===== src/rtl/trng_com_pkg.sv =====
// Shared definitions for the trng_com serial transmitter and receiver.
// Holds the RX state encoding, the 8N1 frame constants and a width helper.
package trng_com_pkg;

    localparam int unsigned DATA_BITS = 8;
    localparam int unsigned STOP_BITS = 1;

    typedef enum logic [1:0] {
        RX_IDLE  = 2'd0,
        RX_START = 2'd1,
        RX_DATA  = 2'd2,
        RX_STOP  = 2'd3
    } rx_state_t;

    // Ceiling log2, never below 1 so a counter always has at least one bit
    function automatic int unsigned clog2(input int unsigned value);
        int unsigned result;
        result = 0;
        for (int unsigned i = 0; i < 32; i++) begin
            if ((64'd1 << i) < 64'(value)) begin
                result = i + 1;
            end
        end
        return (result == 0) ? 1 : result;
    endfunction

endpackage


===== src/rtl/trng_sync.sv =====
// Multi-flop synchroniser for an asynchronous level; resets to 1 (idle line).
module trng_sync #(
    parameter int unsigned SYNC_STAGES = 2
) (
    input  logic i_clk,
    input  logic i_reset,
    input  logic i_d,
    output logic o_q
);

    logic [SYNC_STAGES-1:0] stages;

    always_ff @(posedge i_clk) begin
        if (i_reset) begin
            stages <= '1;
        end else begin
            stages <= {stages[SYNC_STAGES-2:0], i_d};
        end
    end

    assign o_q = stages[SYNC_STAGES-1];

endmodule


===== src/rtl/trng_com_rx.sv =====
// 8N1 serial receiver with valid/read handshake and RTS flow control.
// A byte completed while the previous one is unread is dropped and flagged.
module trng_com_rx
    import trng_com_pkg::*;
#(
    parameter int unsigned CLKS_PER_BIT = 104,
    parameter int unsigned SYNC_STAGES  = 2
) (
    input  logic                 i_clk,
    input  logic                 i_reset,
    input  logic                 i_serial_data,
    input  logic                 i_read,
    output logic [DATA_BITS-1:0] o_dat,
    output logic                 o_valid,
    output logic                 o_serial_rts_n,
    output logic                 o_frame_err,
    output logic                 o_overrun,
    output logic                 o_new_frame
);

    localparam int unsigned TIMER_W = clog2(CLKS_PER_BIT);
    localparam int unsigned INDEX_W = clog2(DATA_BITS);

    localparam logic [TIMER_W-1:0] SAMPLE_MID   = TIMER_W'(CLKS_PER_BIT - 1);
    localparam logic [TIMER_W-1:0] SAMPLE_START = TIMER_W'(CLKS_PER_BIT / 2 - 1);
    localparam logic [INDEX_W-1:0] LAST_INDEX   = INDEX_W'(DATA_BITS - 1);

    logic                 rx;
    logic                 prev_rx;
    rx_state_t            state,     state_nxt;
    logic [TIMER_W-1:0]   timer,     timer_nxt;
    logic [INDEX_W-1:0]   index,     index_nxt;
    logic [DATA_BITS-1:0] shift,     shift_nxt;
    logic                 stop_ok,   stop_ok_nxt;
    logic                 frame_err_nxt;
    logic [DATA_BITS-1:0] dat_nxt;
    logic                 valid_nxt;
    logic                 overrun_nxt;
    logic                 new_frame_nxt;

    trng_sync #(
        .SYNC_STAGES (SYNC_STAGES)
    ) u_sync (
        .i_clk   (i_clk),
        .i_reset (i_reset),
        .i_d     (i_serial_data),
        .o_q     (rx)
    );

    // State, datapath and output registers
    always_ff @(posedge i_clk) begin
        if (i_reset) begin
            state          <= RX_IDLE;
            timer          <= '0;
            index          <= '0;
            shift          <= '0;
            stop_ok        <= 1'b0;
            prev_rx        <= 1'b1;
            o_dat          <= '0;
            o_valid        <= 1'b0;
            o_serial_rts_n <= 1'b0;
            o_frame_err    <= 1'b0;
            o_overrun      <= 1'b0;
            o_new_frame    <= 1'b0;
        end else begin
            state          <= state_nxt;
            timer          <= timer_nxt;
            index          <= index_nxt;
            shift          <= shift_nxt;
            stop_ok        <= stop_ok_nxt;
            prev_rx        <= rx;
            o_dat          <= dat_nxt;
            o_valid        <= valid_nxt;
            o_serial_rts_n <= valid_nxt;
            o_frame_err    <= frame_err_nxt;
            o_overrun      <= overrun_nxt;
            o_new_frame    <= new_frame_nxt;
        end
    end

    // Frame sequencing, delivery and read handling
    always_comb begin
        state_nxt     = state;
        timer_nxt     = timer;
        index_nxt     = index;
        shift_nxt     = shift;
        stop_ok_nxt   = 1'b0;
        frame_err_nxt = 1'b0;
        dat_nxt       = o_dat;
        valid_nxt     = o_valid;
        overrun_nxt   = 1'b0;
        new_frame_nxt = 1'b0;

        case (state)
            RX_IDLE: begin
                timer_nxt = '0;
                index_nxt = '0;
                // Only an edge starts a frame, so a held-low break is ignored
                if (prev_rx && !rx) begin
                    state_nxt = RX_START;
                end
            end
            RX_START: begin
                if (timer == SAMPLE_START) begin
                    timer_nxt = '0;
                    index_nxt = '0;
                    state_nxt = rx ? RX_IDLE : RX_DATA;
                end else begin
                    timer_nxt = timer + TIMER_W'(1);
                end
            end
            RX_DATA: begin
                if (timer == SAMPLE_MID) begin
                    timer_nxt = '0;
                    shift_nxt = {rx, shift[DATA_BITS-1:1]};
                    if (index == LAST_INDEX) begin
                        index_nxt = '0;
                        state_nxt = RX_STOP;
                    end else begin
                        index_nxt = index + INDEX_W'(1);
                    end
                end else begin
                    timer_nxt = timer + TIMER_W'(1);
                end
            end
            RX_STOP: begin
                if (timer == SAMPLE_MID) begin
                    timer_nxt     = '0;
                    state_nxt     = RX_IDLE;
                    stop_ok_nxt   = rx;
                    frame_err_nxt = !rx;
                end else begin
                    timer_nxt = timer + TIMER_W'(1);
                end
            end
            default: begin
                state_nxt = RX_IDLE;
                timer_nxt = '0;
                index_nxt = '0;
            end
        endcase

        // A read in the delivery cycle frees the slot for the new byte
        if (stop_ok) begin
            if (!o_valid || i_read) begin
                dat_nxt       = shift;
                valid_nxt     = 1'b1;
                new_frame_nxt = 1'b1;
            end else begin
                overrun_nxt = 1'b1;
            end
        end else if (i_read) begin
            valid_nxt = 1'b0;
        end
    end

endmodule


===== config.mk =====
export PLATFORM = sky130hd
export DESIGN_NAME = trng_com_rx
export DESIGN_NICKNAME = d
export VERILOG_FILES = /design/src/rtl/trng_com_pkg.sv /design/src/rtl/trng_sync.sv /design/src/rtl/trng_com_rx.sv
export SDC_FILE = /design/constraint.sdc
export NUM_CORES = 1
export LEC_CHECK = 0
export CORE_MARGIN = 4
export CORE_UTILIZATION = 45
export CTS_CLUSTER_DIAMETER = 50
export DETAILED_ROUTE_END_ITERATION = 12
export PLACE_DENSITY = 0.66
export SYNTH_ARGS = -nofsm -noshare
export SYNTH_HDL_FRONTEND = slang
export SYNTH_SLANG_ARGS = --single-unit

===== constraint.sdc =====
create_clock -name i_clk -period 1.62 [get_ports i_clk]
set_clock_uncertainty 0.05 [all_clocks]
set_input_delay 0.405 -clock i_clk [delete_from_list [all_inputs] [get_ports i_clk]]
set_output_delay 0.405 -clock i_clk [all_outputs]
set_load 0.01 [all_outputs]

==> out/metrics.cfg, run 1 <==
[setup_path]
critPathLaunchType=flip-flop
end_kind=flip-flop
critPathArrivalTime_ns=1.64
path_max_fanout=11
path_class=flip-flop to flip-flop
cp_data_required_time_ns=1.80

[yosys]
synth_compound_area_frac=0.2067
synth_mux_area_frac=0
synth_xor_area_frac=0.01723
synth.area.top_cells=dfxtp_1, o21ai_0, a21oi_1
syn-cell-area_um2=1525
ys_types=37
synth.largest_area_cell=dfxtp_1
yosys.area_share.simple=0.2215
synth.avg_cell_area_um2=8.919
synthCells=171
synth_top_area_frac=0.4725
synth_top_family_by_area=simple AND/OR/NAND/NOR gates
ys_seq_area_frac=0.4725
syn_nets=178
synthAdderAreaFrac=0.02461
synth-seq-cells=36
synth_warnings=0

[floorplanning]
boundaryPins=17
die_w_um=66.22
initial_core_util=0.4837
core.rowCount=20
core_area_um2=3153
die_h_um=66.22
die_area_um2=4385

[clock_tree]
cts_buffer_depth=2
post-cts-setup-buffers=0
root_buffer=clkbuf_4
cts_sinks=36
cts_max_level=2
cts-hold-fix-buffers=0
cts_tree=built
clkTransAtPathRegs_ns=0.11
cts-resized-gates=15
clkLatencyLatePin_ns=0.35
cts_buffers=5

[global_routing]
grt-ovfl-total=0
track_usage=0.1645
antenna_found_initial=0
grt_pass1_vias=1204
grt_pass1_wl_mm=5.499
grt_max_degree=22

[placed_design]
portBuffers=16
dp.cells=226
place_hpwl_mm=2.267
gp_congestion=0.8273
dpl_cell_area_um2=1748

[sta]
rsz0062_at_grt=false
tightest_slew_ns=0.4461
period_minus_slack_ns=1.455
slew_headroom=0.7020
period_share=0.8980
hold_viol=0
slew_viol_final=0
clock.fmax_ghz=0.6874
setup_viol=0
fin_tns_setup_ns=0

[detailed_routing]
drt_iter0_drc=65
wl_per_cell_um=13.53
ant_nets=0
vias=1293
wirelength_mm=3.166
route.detailed.drc=0
via_per_inst=5.526
drt_first_pass_iters=4

[power]
p_leak_nw=0.6604
powerDensity_nw_per_um2=857.5
vdd_drop_max_uv=483.1

[hold_path]
min_path_type=flip-flop to flip-flop

[layout]
fin_area_um2=1822
layout_commonest_cell=dfxtp_1
num_antenna_cells=0
layout_common_cells=dfxtp_1, o21ai_0, nand3_1, a21oi_1, dlygate4sd2_1
layout.nets=196
final_cell_count_no_fill=234
areaGrowthSynthToFinish_pct=19.44
drive_above_1_share=0.1158

[run_status]
status=completed

[job]
drv_cap=0

-- where the power goes --
part            total, W  leakage (nW)  switching [W]  internal [W]
clock           0.000630        0.0422       0.000307      0.000324
sequential      0.000898         0.291     0.00000765      0.000890
combinational  0.0000341         0.327      0.0000171     0.0000171
total            0.00156         0.660       0.000331       0.00123
-- state kept, by name, indices dropped and copies added, names as in the netlist, named ones only --
signal          cells
state               1
shift               8
stop_ok             1
u_sync.stages       2
o_new_frame         1
o_serial_rts_n      1
o_overrun           1
index               3
timer               7
prev_rx             1
o_dat               8
o_frame_err         1
-- routing by layer --
metal / GRT usage / up-vias / wire length, um
li1: - / 664 / -
met1: 0.1938 / 586 / 1373
met2: 0.2714 / 36 / 1521
met3: 0.06122 / 7 / 211
met4: 0.05838 / 0 / 59
met5: 0 / - / 0
-- logic make-up (layout without fill, tap and decap cells) --
logic type	after synthesis	after routing
buf+inv	19	38
flops	36	36
compound gates	55	55
xor+xnor	3	3
simple gates	55	55
fa+ha+maj	3	3
-- critical path, cell delays in order (launching register included) --
cell      delay (ns)
dfxtp_1         0.40
ha_4            0.19
nand4b_2        0.18
buf_4           0.22
o21ai_0         0.19
a32oi_1         0.12
-- layout make-up --
| type | instances | area (um^2) |
|---|---|---|
| Clock buffer | 6 | 41.29 |
| Clock inverter | 2 | 35.03 |
| Fill cell | 338 | 1331 |
| Inverter | 6 | 22.52 |
| Multi-Input combinational cell | 116 | 729.5 |
| Sequential cell | 36 | 721.9 |
| Tap cell | 44 | 55.05 |
| Timing Repair Buffer | 24 | 216.5 |
-- through the flow --
stage	util	hold slack [ns]	worst slack (ns)	total power (W)
2_1_floorplan	-	0.3395	0.2289	0.0009366
3_3_place_gp	0.5544	0.3495	-0.08966	0.0009495
3_5_place_dp	0.5544	0.3430	-0.1395	0.0009504
4_1_cts	0.5734	0.3727	0.01674	0.001568
5_1_grt	0.5778	0.4177	0.02091	0.001629
6_report	0.5778	0.3730	0.1653	0.001562
-- synth_stat cells (all sizes together) --
master,count
nand2,3
a21oi,19
or3,2
o311ai,3
nor3b,2
and4b,1
inv,6
o21ai,23
xor2,2
a32oi,1
nand2b,3
nand4b,2
nor4bb,1
ha,3
dfxtp,36
a21boi,1
nor2,4
nand4bb,2
nand4,3
or2,3
clkbuf,3
nor4b,1
o211ai,3
nand3,20
a211oi,2
a32o,1
xnor2,1
nor2b,4
buf,10
nor3,2
nor4,2
a22oi,2
-- final timing paths --
kind / startpoint / to / slack, ns / cells past startpoint
worst max-delay path: timer[1]$_SDFF_PP0_ / state[0]$_SDFFE_PP0P_ / 0.17 / 5
worst min-delay path: u_sync.stages[0]$_SDFF_PP1_ / u_sync.stages[1]$_SDFF_PP1_ / 0.37 / 1
worst max register to register: timer[1]$_SDFF_PP0_ / state[0]$_SDFFE_PP0P_ / 0.17 / 5
worst min register to register: u_sync.stages[0]$_SDFF_PP1_ / u_sync.stages[1]$_SDFF_PP1_ / 0.37 / 1
Power figures use the tool's default switching activity.
==> run 2, diff against run 1 <==
--- a/config.mk
+++ b/config.mk
@@ -5,11 +5,14 @@
 export SDC_FILE = /design/constraint.sdc
 export NUM_CORES = 1
 export LEC_CHECK = 0
+export CELL_PAD_IN_SITES_DETAIL_PLACEMENT = 0
+export CELL_PAD_IN_SITES_GLOBAL_PLACEMENT = 2
 export CORE_MARGIN = 4
-export CORE_UTILIZATION = 45
+export CORE_UTILIZATION = 33
 export CTS_CLUSTER_DIAMETER = 50
 export DETAILED_ROUTE_END_ITERATION = 12
-export PLACE_DENSITY = 0.66
+export PLACE_DENSITY_LB_ADDON = 0.1
+export SLEW_MARGIN = 5
 export SYNTH_ARGS = -nofsm -noshare
 export SYNTH_HDL_FRONTEND = slang
 export SYNTH_SLANG_ARGS = --single-unit
==> run 2 against run 1 <==
  * Worst hold slack worse by 0.0046 ns
  * Via count up 1.4%
  * First-iteration DRC count up 42%
  * Critical path depth down 4
==> out/metrics.cfg, run 2 (synthesis results as in run 1) <==
[setup_path]
max_stage_delay_ns=0.53
end_kind=output port
cp_num_buf_inv=1
critPathSlowestCell=clkdlybuf4s50_1
path_max_fanout=1
path_class=flip-flop to output port
critPathLaunchType=flip-flop
crit_chain=clkdlybuf4s50_1
critPathArrivalTime_ns=1.12
cp_data_required_time_ns=1.16
cp_top_family=buffers and inverters

[global_routing]
grt_max_degree=20
grt_pass1_wl_mm=5.851
grt_pass1_vias=1235
grt-ovfl-total=0
antenna_found_initial=0
track_usage=0.1233

[clock_tree]
root_buffer=clkbuf_8
cts_sinks=36
clkTransAtPathRegs_ns=0.08
clkLatencyLatePin_ns=0.29
cts_buffer_depth=2
cts-hold-fix-buffers=0
cts_max_level=2
cts_tree=built
cts_buffers=5

[job]
drv_cap=0

[placed_design]
place_hpwl_mm=2.396
gp_congestion=0.7209
dpl_cell_area_um2=1773
portBuffers=16

[floorplanning]
core.rowCount=24
die_w_um=75.99
die_h_um=75.99
die_area_um2=5774
core_area_um2=4414
boundaryPins=17
initial_core_util=0.3455

[sta]
period_share=0.9697
period_minus_slack_ns=1.571
whs_ns=0.3684
setup_viol=0
rsz0062_at_grt=true
hold_viol=0
fin_tns_setup_ns=0
slew_headroom=0.6330
slew_viol_final=0
clock.fmax_ghz=0.6366
tightest_slew_ns=0.5494

[layout]
layout_commonest_cell=dfxtp_1
areaGrowthSynthToFinish_pct=27.15
layout.nets=198
largestRegisters=o_dat x8, shift x8, timer x7
drive_above_1_share=0.1406
layout_common_cells=dfxtp_1, o21ai_0, nand3_1, a21oi_1, buf_4
num_antenna_cells=0
fin_area_um2=1939

[power]
power_frac_seq=0.498
p_int_w=0.001448
finalPower_w=0.001801
power.share.switching=0.1956
power_frac_comb=0.019
p_leak_nw=0.8016
powerDensity_nw_per_um2=928.5
switchingPower_w=0.0003522
vdd_drop_max_uv=616.9
pwr-share-clk=0.483

[run_status]
status=completed

[detailed_routing]
wl_per_cell_um=14.14
vias=1311
ant_nets=0
via_per_inst=5.373
drt_iter0_drc=92
wirelength_mm=3.449
drt_first_pass_iters=4
route.detailed.drc=0

[hold_path]
min_path_type=flip-flop to flip-flop

[run 2: cell types whose count changed in the layout (fill, tap and decap cells not counted), sizes merged]
| cell | change |
|---|---|
| clkbuf | +1 |
| clkdlybuf4s50 | +2 |
| dlygate4sd2 | -9 |
| clkinv | -1 |
| buf | +2 |
| dlymetal6s2s | +7 |
[run 2: repair_timing]
item,in CTS,in global routing
buffers inserted,0,0
gates resized for setup,4,16
endpoints found under the setup margin,4,17
[run 2: layout make-up]
| class | instances | area (um^2) |
|---|---|---|
| Clock inverter | 1 | 30.03 |
| Clock buffer | 7 | 96.34 |
| Multi-Input combinational cell | 116 | 744.5 |
| Tap cell | 52 | 65.06 |
| Sequential cell | 36 | 720.7 |
| Inverter | 6 | 22.52 |
| Fill cell | 427 | 2475 |
| Timing Repair Buffer | 26 | 260.3 |
[run 2: worst paths after layout]
path                                from  slack [ns]                     endpoint  depth (start not counted)
min          u_sync.stages[0]$_SDFF_PP1_        0.37  u_sync.stages[1]$_SDFF_PP1_                          1
min reg2reg  u_sync.stages[0]$_SDFF_PP1_        0.37  u_sync.stages[1]$_SDFF_PP1_                          1
max reg2reg          timer[0]$_SDFF_PP0_        0.10          timer[6]$_SDFF_PP0_                          4
max                 o_overrun$_SDFF_PP0_        0.05                    o_overrun                          1
[run 2: power by group through the flow]
stage / Clock, W / Combinational [W] / Sequential, W
after floorplan: 0 / 0.0000236 / 0.000913
after global placement: 0 / 0.0000319 / 0.000917
after detailed placement: 0 / 0.0000329 / 0.000917
after CTS: 0.000880 / 0.0000332 / 0.000897
after global routing: 0.000939 / 0.0000371 / 0.000898
final: 0.000870 / 0.0000336 / 0.000897
[run 2: metrics by stage]
stage / cells / setup slack, ns / utilization
after floorplan: 171 / 0.2289 / -
after global placement: 236 / -0.09715 / 0.4016
after detailed placement: 236 / -0.1987 / 0.4016
after CTS: 244 / 0.002675 / 0.4291
after global routing: 244 / -0.03360 / 0.4393
final: 244 / 0.04915 / 0.4393
[run 2: metal layers]
layer,global-route usage,vias up,part of all wire
met1,0.1491,606,0.44
met3,0.03310,4,0.045
met5,0,-,0
met2,0.1995,35,0.50
met4,0.06228,0,0.0099
li1,-,666,-
==> run 3, diff against run 2 <==
==> constraint.sdc (replaced) <==
create_clock -name i_clk -period 1.62 [get_ports i_clk]
set_clock_uncertainty 0.05 [all_clocks]
set_input_delay 0.405 -clock i_clk [delete_from_list [all_inputs] [get_ports i_clk]]
set_output_delay 0.405 -clock i_clk [all_outputs]
set_load 0.1 [all_outputs]
==> run 3 against run 2 <==
  * First-iteration DRC count is 14% lower
  * Cell area is 4.5% higher
  * Power is 12% lower
  * Wire length is 1.7% higher
  * Die area stayed put
  * Sequential share of layout area is 1.5 points lower
  * Flip-flop and latch count stayed put
  * Clock-buffer cell count is 1 lower
  * Register-to-register slack hardly changed
  * Critical path depth is 3 higher
  * Largest cell class unchanged
==> out/metrics.cfg, run 3 (synthesis results as in run 1) <==
[run_status]
status=completed

[floorplanning]
core_area_um2=4414
die_h_um=75.99
core.rowCount=24
die_w_um=75.99
boundaryPins=17
initial_core_util=0.3455
die_area_um2=5774

[setup_path]
critPathLaunchType=flip-flop
critPathArrivalTime_ns=1.63
endpoint=timer[6]$_SDFF_PP0_
r2r_setup_slack_ns=0.09
path_class=flip-flop to flip-flop
end_kind=flip-flop
cp_data_required_time_ns=1.72
critPathLaunch=timer[1]$_SDFF_PP0_
r2r_start=timer[1]$_SDFF_PP0_
reg2reg_depth=4
path_max_fanout=6
reg2reg_to=timer[6]$_SDFF_PP0_

[clock_tree]
root_buffer=clkbuf_8
cts_max_level=2
clkLatencyLatePin_ns=0.29
cts_buffers=5
post-cts-setup-buffers=0
cts_sinks=36
clkTransAtPathRegs_ns=0.07
cts_tree=built
cts-hold-fix-buffers=0
cts_buffer_depth=2

[sta]
slew_headroom=0.6615
clock.fmax_ghz=0.6540
whs_ns=0.3674
hold_viol=0
tightest_slew_ns=0.5067
slew_viol_final=0
setup_viol=0
fin_ws_ns=0.09087
period_minus_slack_ns=1.529
rsz0062_at_grt=true
period_share=0.9439

[global_routing]
track_usage=0.1264
top_usage_layer=met2
grt_pass1_wl_mm=5.996
grt-ovfl-total=0
grt_max_degree=20
grt_util_met1=0.1385
grt_pass1_vias=1364
antenna_found_initial=0
use_met3=0.04610
grt_use_met2=0.2166

[layout]
final_cell_count_no_fill=247
fin_area_um2=2027
num_antenna_cells=0
layout.nets=201
layout_commonest_cell=dfxtp_1
drive_above_1_share=0.2154
largestRegisters=o_dat x8, shift x8, timer x7
layout_common_cells=dfxtp_1, o21ai_0, nand3_1, a21oi_1, buf_12
areaGrowthSynthToFinish_pct=32.90

[detailed_routing]
vias=1315
ant_nets=0
route.detailed.drc=0
drt_iter0_drc=79
wl_per_cell_um=14.19
wirelength_mm=3.506
drt_first_pass_iters=4
via_per_inst=5.324

[power]
vdd_drop_max_uv=460.0
power_frac_comb=0.025
p_leak_nw=0.6981
powerDensity_nw_per_um2=782.2
switchingPower_w=0.0003367
pwr-share-clk=0.410
power.share.switching=0.2124
p_int_w=0.001249
power_frac_seq=0.566

[placed_design]
dpl_cell_area_um2=1927
place_ws_ns=-0.1717
place_hpwl_mm=2.575
dp.cells=239
portBuffers=16
gp_congestion=0.7313

[job]
drv_cap=0

[hold_path]
min_path_type=flip-flop to flip-flop

==> run 3: cell count changes in the layout (fill, tap and decap cells not counted), moves of 2 or more <==
cell and change:
buf_12 +13, clkinv_2 +2, clkdlybuf4s50_1 -2, dlygate4sd2_1 -4
buf_4 +3, dlymetal6s2s_1 -7
==> run 3: cell type report <==
cell class | instances | area (um^2)
Clock buffer | 6 | 82.58
Fill cell | 422 | 2387
Multi-Input combinational cell | 116 | 724.4
Tap cell | 52 | 65.06
Timing Repair Buffer | 29 | 400.4
Clock inverter | 2 | 10.01
Inverter | 6 | 22.52
Sequential cell | 36 | 721.9
==> run 3: power groups by stage <==
stage               Combinational, W  Clock, W  Sequential (W)
floorplan                  0.0000236         0        0.000913
global placement           0.0000372         0        0.000917
detailed placement         0.0000384         0        0.000917
CTS                        0.0000387  0.000671        0.000897
global route               0.0000435  0.000705        0.000897
finish                     0.0000389  0.000649        0.000897
==> run 3: metrics by stage <==
| stage | utilization | TNS (ns) | power [W] |
|---|---|---|---|
| after floorplan | - | 0 | 0.0009366 |
| final | 0.4592 | 0 | 0.001585 |
| after CTS | 0.4575 | 0 | 0.001606 |
| after global routing | 0.4592 | -0.2225 | 0.001646 |
| after detailed placement | 0.4365 | -1.517 | 0.0009556 |
| after global placement | 0.4365 | -0.7315 | 0.0009543 |
==> run 3: worst min-delay path by stage <==
stage          depth (start not counted)                     endpoint  slack, ns                        start
2_1_floorplan                          1  u_sync.stages[1]$_SDFF_PP1_       0.34  u_sync.stages[0]$_SDFF_PP1_
3_3_place_gp                           1  u_sync.stages[1]$_SDFF_PP1_       0.36  u_sync.stages[0]$_SDFF_PP1_
6_report                               1  u_sync.stages[1]$_SDFF_PP1_       0.37  u_sync.stages[0]$_SDFF_PP1_
4_1_cts                                1  u_sync.stages[1]$_SDFF_PP1_       0.38  u_sync.stages[0]$_SDFF_PP1_
5_1_grt                                1  u_sync.stages[1]$_SDFF_PP1_       0.39  u_sync.stages[0]$_SDFF_PP1_
3_5_place_dp                           1  u_sync.stages[1]$_SDFF_PP1_       0.36  u_sync.stages[0]$_SDFF_PP1_
==> run 3: critical path, cell delays in order (launching register included) <==
cell      delay, ns
dfxtp_1        0.34
ha_1           0.24
nand4b_2       0.21
o21ai_1        0.41
a22oi_1        0.15
==> run 3: routing by layer <==
| layer | vias up | part of all wire | routed length [um] |
|---|---|---|---|
| li1 | 669 | - | - |
| met1 | 611 | 0.43 | 1505 |
| met2 | 28 | 0.51 | 1771 |
| met3 | 7 | 0.048 | 169 |
| met4 | 0 | 0.017 | 59 |
| met5 | - | 0 | 0 |
==> run 3: what timing repair did <==
action | CTS | global route
gates resized for setup | 1 | 4
pin swaps | 0 | 0
setup endpoints to repair | 3 | 12
